### config.mk
export PLATFORM = sky130hd
export DESIGN_NAME = tx_mod
export DESIGN_NICKNAME = d
export VERILOG_FILES = /design/src/rtl/tx_mod.sv
export SDC_FILE = /design/constraint.sdc
export NUM_CORES = 1
export LEC_CHECK = 0
export CAP_MARGIN = 20
export CORE_MARGIN = 2
export CORE_UTILIZATION = 43
export DETAILED_ROUTE_END_ITERATION = 10
export PLACE_DENSITY = 0.66
export SLEW_MARGIN = 20
export SYNTH_ARGS = -nofsm -noshare
export SYNTH_HDL_FRONTEND = slang
export SYNTH_SLANG_ARGS = --single-unit
### constraint.sdc
create_clock -name i_clk -period 4 [get_ports i_clk]
set_clock_uncertainty 0.15 [all_clocks]
set_input_delay 0.8 -clock i_clk [delete_from_list [all_inputs] [get_ports i_clk]]
set_output_delay 0.8 -clock i_clk [all_outputs]
set_load 0.01 [all_outputs]
### src/rtl/tx_mod.sv
// tx_mod: UART transmitter. Sends start bit, NB_DATA data bits LSB first,
// then a stop period of STOP_TICKS sample ticks (16 ticks per bit period).
// The line bit is held in a register so o_tx has no combinational input path.
module tx_mod #(
    parameter int NB_DATA    = 8,
    parameter int STOP_TICKS = 16
) (
    input  logic               i_clk,
    input  logic               i_reset,
    input  logic               i_s_tick,
    input  logic               i_tx_start,
    input  logic [NB_DATA-1:0] i_tx_data,
    output logic               o_tx,
    output logic               o_tx_done_tick,
    output logic               o_tx_busy
);

    typedef enum logic [1:0] {
        IDLE  = 2'd0,
        START = 2'd1,
        DATA  = 2'd2,
        STOP  = 2'd3
    } state_t;

    // Last tick index of a start/data bit and of the stop period.
    localparam logic [4:0] BIT_LAST  = 5'd15;
    localparam logic [4:0] STOP_LAST = 5'(STOP_TICKS - 1);
    localparam logic [2:0] LAST_BIT  = 3'(NB_DATA - 1);

    state_t             state_q, state_d;
    logic [4:0]         tick_q, tick_d;
    logic [2:0]         bit_q, bit_d;
    logic [NB_DATA-1:0] shreg_q, shreg_d;
    logic               tx_q, tx_d;
    logic               done;

    // Next-state logic. tx_d is loaded with the value the line must carry
    // after the edge, so each bit lines up exactly with its tick window.
    always_comb begin
        state_d = state_q;
        tick_d  = tick_q;
        bit_d   = bit_q;
        shreg_d = shreg_q;
        tx_d    = tx_q;
        done    = 1'b0;
        case (state_q)
            IDLE: begin
                tx_d = 1'b1;
                if (i_tx_start) begin
                    shreg_d = i_tx_data;
                    tick_d  = 5'd0;
                    tx_d    = 1'b0;
                    state_d = START;
                end
            end
            START: begin
                if (i_s_tick) begin
                    if (tick_q == BIT_LAST) begin
                        tick_d  = 5'd0;
                        bit_d   = 3'd0;
                        tx_d    = shreg_q[0];
                        state_d = DATA;
                    end else begin
                        tick_d = tick_q + 5'd1;
                    end
                end
            end
            DATA: begin
                if (i_s_tick) begin
                    if (tick_q == BIT_LAST) begin
                        tick_d  = 5'd0;
                        shreg_d = {1'b0, shreg_q[NB_DATA-1:1]};
                        if (bit_q == LAST_BIT) begin
                            bit_d   = 3'd0;
                            tx_d    = 1'b1;
                            state_d = STOP;
                        end else begin
                            bit_d = bit_q + 3'd1;
                            tx_d  = shreg_q[1];
                        end
                    end else begin
                        tick_d = tick_q + 5'd1;
                    end
                end
            end
            STOP: begin
                tx_d = 1'b1;
                if (i_s_tick) begin
                    if (tick_q == STOP_LAST) begin
                        done    = 1'b1;
                        tick_d  = 5'd0;
                        state_d = IDLE;
                    end else begin
                        tick_d = tick_q + 5'd1;
                    end
                end
            end
            default: begin
                state_d = IDLE;
                tx_d    = 1'b1;
            end
        endcase
    end

    // State and datapath registers; reset returns the line to idle-high.
    always_ff @(posedge i_clk) begin
        if (i_reset) begin
            state_q <= IDLE;
            tick_q  <= 5'd0;
            bit_q   <= 3'd0;
            shreg_q <= '0;
            tx_q    <= 1'b1;
        end else begin
            state_q <= state_d;
            tick_q  <= tick_d;
            bit_q   <= bit_d;
            shreg_q <= shreg_d;
            tx_q    <= tx_d;
        end
    end

    assign o_tx           = tx_q;
    assign o_tx_done_tick = done;
    assign o_tx_busy      = (state_q != IDLE);

endmodule

* Word level (Yosys, flattened, before mapping)
Cells that the tools add are included.
** Operators by class
- Div/mod/pow operators :: 0
- Equality and inequality tests :: 14
- $mul :: 0
- Order comparisons :: 0
- Shifts and indexed selects :: 0
- Mux-type cells :: 33
- $add $sub $neg :: 2
- Reduce and logical (&&, ||, !) cells :: 10
- Bitwise gates (word level) :: 0
** Operator list (number)
- 8-bit two-way mux :: 3
- 2-bit two-way mux :: 8
- 2-bit inequality test (second input constant) :: 8
- 8-bit one-hot mux with 2 select lines :: 1
- 3-bit two-way mux :: 5
- 5-bit two-way mux :: 3
- 5-bit one-hot mux with 2 select lines :: 1
- 1-bit two-way mux :: 9
- 2-bit one-hot mux with 4 select lines :: 1
- 4-bit AND reduction :: 2
- 8-bit AND reduction :: 1
- 3-bit one-hot mux with 2 select lines :: 1
- 2-bit nonzero test :: 3
- 5-bit by 1-bit adder with 5-bit output (second input constant) :: 1
- 5-bit by 4-bit equality test with 1-bit output (second input constant) :: 1
- 5-bit AND reduction :: 1
- 2-bit equality test (second input constant) :: 2
- 1-bit one-hot mux with 4 select lines :: 1
- 3-bit by 1-bit adder with 3-bit output (second input constant) :: 1
- 3-bit equality test (second input constant) :: 1
- 3-bit OR reduction :: 1
- 2-bit by 1-bit equality test with 1-bit output (second input constant) :: 1
- 2-bit zero test :: 1
- 2-bit by 1-bit inequality test with 1-bit output (second input constant) :: 1
- 2-bit AND reduction :: 1
** Storage, ports and cells
- Memories kept :: 0
- Word-level logic and storage cells :: 64
- Bits in latches :: 0
- Input bits :: 12
- Bits in writable memories :: 0
- Bits in read-only memories :: 0
- Register bits :: 19
- Output and inout port bits :: 3

* Logic depth before layout (Yosys ltp)
- Depth in word-level cells :: 5
- Depth in mapped cells :: 8
- Gate-level depth less buffers :: 6

* Least setup slack after synthesis
No wires, ideal clock.
- Path type :: input to output
- Start :: input i_s_tick
- End :: output o_tx_done_tick
- Required time :: 3.050 ns
- Slack :: 1.887 ns
- Cell stages on the path :: 2
- Arrival time :: 1.163 ns
- Buffers on the path :: 0
- Cell sequence :: nor2b_4 > and3_2
** On the way
- Word-level cells in the longest chain between the ends :: 2
** Ends and longest elaborated chain
- start, declared :: line 10 : input logic i_s_tick,
- 1-bit two-way mux :: line 88 : if (i_s_tick) begin
- 1-bit two-way mux :: line 46 : case (state_q)
- end, declared :: line 14 : output logic o_tx_done_tick,
Every way passes these cells.

* Final worst setup path
Same ends and word-level chain as after synthesis.

==> impl_results.md <==
- Status: finished, final reports clean
- Clock slew at reported path FFs: 0.11 ns
- CP arrival: 2.27 ns
- DR iter-0 viols: 17
- H-tree levels: 1
- Root buf cell: clkbuf_4
- Post-route setup TNS: 0 ns
- CTS tree: done
- Largest net degree at the start of global routing: 18
- # setup viols final: 0
- Layout Nets: 157
- Die area: 3140 µm²
- Port bufs: 14
- Post-Route WL: 2250 µm
- First-pass GRT wire length: 3750 µm
- CP endpoint kind: output pin
- Register area: 380 µm²
- Die Y: 56.1 µm
- Post-route ant nets: 0
- Clock Path Buffers: 2
- Starting Density: 46.2%
- # diodes: 0
- Worst slew margin: 52.5%
- Gate Count Post-Synth: 127
- EDFF count, synth: 0
- Row count: 18
- Final HPWL DP: 1660 µm
- FMAX: 310 MHz
- PostCTS Resize Cnt: 0
- Filler cells: 239
- Final period util: 80.6%
- Total gr overflow: 0
- Setup WS post-layout: 0.776 ns
- Worst hold slack: 0.332 ns
- Fin. Hold Viols: 0
- Hold Buf Count CTS: 0
- CTS buffer count: 3
- R2R Setup Slk: 1.77 ns
- Setup Fix Bufs, Post-CTS: 0
- Seq/Total Area, Yosys: 32.6%
- Mapped cell area: 1170 µm²
- Area of the multi-input gates: 694 µm²
- Ys Warns: 0
- Initial antenna violation count: 0
- Layout cell share with drive strength beyond 1: 12.5%
- Slew @ Worst Pin: 0.712 ns
- Async SR Flop Fraction: 0%
- Register bit count reported by yosys: 19
- Syn Nets: 147
- Pwr Density: 521 nW/µm²
- Worst path required time: 3.05 ns
- # DRC: 0
- All-layer global routing usage: 14.7%
- Cell leakage power: 0.000495 µW
- Pre-CTS setup slack: 0.759 ns
- Max Slew Vio Count: 0
- Vias: 943
- Number of global-route vias before repair: 885
- Total clock sinks: 19
- Tmin final: 3.22 ns
- Maximum vdd ir drop: 0.329 mV
- Post-synth top flop: dfxtp_1
- I/O pin count: 15
- Critical path peak fanout: 5
- Crit Path Category: in -> out
- Wirelength per Cell: 13.5 µm
- Area Growth Syn to Fin: 11.6%
- Skew-Pair Late Insertion Delay: 0.30 ns
- Core area: 2520 µm²
- DR pass1 iterations: 4
- Worst setup SP type: input pin
- RSZ-0062 raised after global routing: false
- Worst hold path type: reg -> reg
- Die width: 56.1 µm
- Distinct cells, synth: 40
- DR vias/cell: 5.68
- Syn_area_per_cell: 9.18 µm²
- Maxcap violations: 0
- Placer Congestion: 0.764
## metal layers
layer,track usage (%),vias to the layer above,wire length (µm)
met5,0,-,0
met4,3.06,0,14
met3,4.19,2,85
met2,24.2,17,1060
met1,19.1,436,1090
li1,-,488,-
## sequential cells by signal (all words and copies together), names as in the netlist
| register | cells |
|---|---|
| bit_q | 3 |
| state_q | 2 |
| o_tx | 1 |
| shreg_q | 8 |
| tick_q | 5 |
## critical path, cell delays in order
cell	delay [ns]
clkdlybuf4s50_1	0.54
nor2b_4	0.22
and3_2	0.19
clkdlybuf4s50_1	0.52
## cell usage after synthesis, drive strengths merged, types with 2 or more instances
| cell | n | area share, % |
|---|---|---|
| a211oi | 2 | 1.3 |
| o21ai | 5 | 2.1 |
| clkbuf | 2 | 0.64 |
| mux2i | 7 | 6.0 |
| inv | 6 | 1.9 |
| dfxtp | 19 | 33 |
| nand2b | 2 | 1.1 |
| and3 | 5 | 3.3 |
| a311oi | 7 | 5.8 |
| a21oi | 16 | 8.2 |
| and2 | 2 | 1.3 |
| nor2 | 7 | 2.3 |
| nand3b | 2 | 1.3 |
| buf | 7 | 5.3 |
| ha | 8 | 8.6 |
| a32oi | 2 | 1.5 |
| nand3 | 5 | 2.1 |
| nand2 | 7 | 2.3 |
| nor2b | 3 | 2.3 |
## stage by stage
step                instance area [µm²]  utilization [%]  power [µW]  instances
floorplan                          1170                -         535        127
global placement                   1270             50.5         575        162
detailed placement                 1270             50.5         583        162
CTS                                1300             51.6         681        166
global route                       1300             51.6         730        166
finish                             1300             51.6         677        166
## cells in the final DEF (no fill, tap or decap), types with 2 or more instances in the layout
| cell | netlist | routed |
|---|---|---|
| nand2_1 | 7 | 7 |
| mux2i_1 | 7 | 7 |
| clkdlybuf4s50_1 | 0 | 14 |
| nand3b_1 | 2 | 2 |
| inv_1 | 6 | 6 |
| and3_2 | 2 | 2 |
| a21oi_2 | 4 | 4 |
| a32oi_1 | 2 | 2 |
| nor2_1 | 7 | 7 |
| a21oi_1 | 12 | 12 |
| and2_2 | 2 | 2 |
| o21ai_0 | 5 | 5 |
| dfxtp_1 | 19 | 19 |
| clkbuf_4 | 0 | 3 |
| a311oi_1 | 6 | 6 |
| nor2b_1 | 2 | 2 |
| a211oi_1 | 2 | 2 |
| nand3_1 | 5 | 5 |
| and3_1 | 2 | 2 |
| ha_1 | 8 | 8 |
| nand2b_1 | 2 | 2 |
## power breakdown
part           internal [µW]  switching [µW]
logic                    141             176
clock network           38.8            58.1
registers                233            30.3
## logic make-up after synthesis
family                     Yosys count  synth area share, %
AOI/OAI and AO/OA                   39                 25.3
and+or+nand+nor                     39                 19.6
DFF                                 19                 32.6
buffers and inverters               15                 7.83
adders and majority gates            8                 8.58
muxes                                7                 6.01
## final cells by class
class	instances	area share, %
multi-input cells	93	53.4
flip-flops and latches	19	29.2
repair buffers	14	10.8
well taps	30	2.88
clock buffers	4	2.02
inverters	6	1.73
## path summary, 6_finish.rpt
path              cells after the start                    start                endpoint
setup / recovery                      4                 i_s_tick          o_tx_done_tick
hold / removal                        2    bit_q[0]$_SDFFE_PP0P_   bit_q[0]$_SDFFE_PP0P_
hold reg to reg                       2    bit_q[0]$_SDFFE_PP0P_   bit_q[0]$_SDFFE_PP0P_
setup reg to reg                      6  state_q[1]$_SDFFE_PP0P_  tick_q[2]$_SDFFE_PP0P_
No activity file was read; power rests on OpenSTA's default activity.
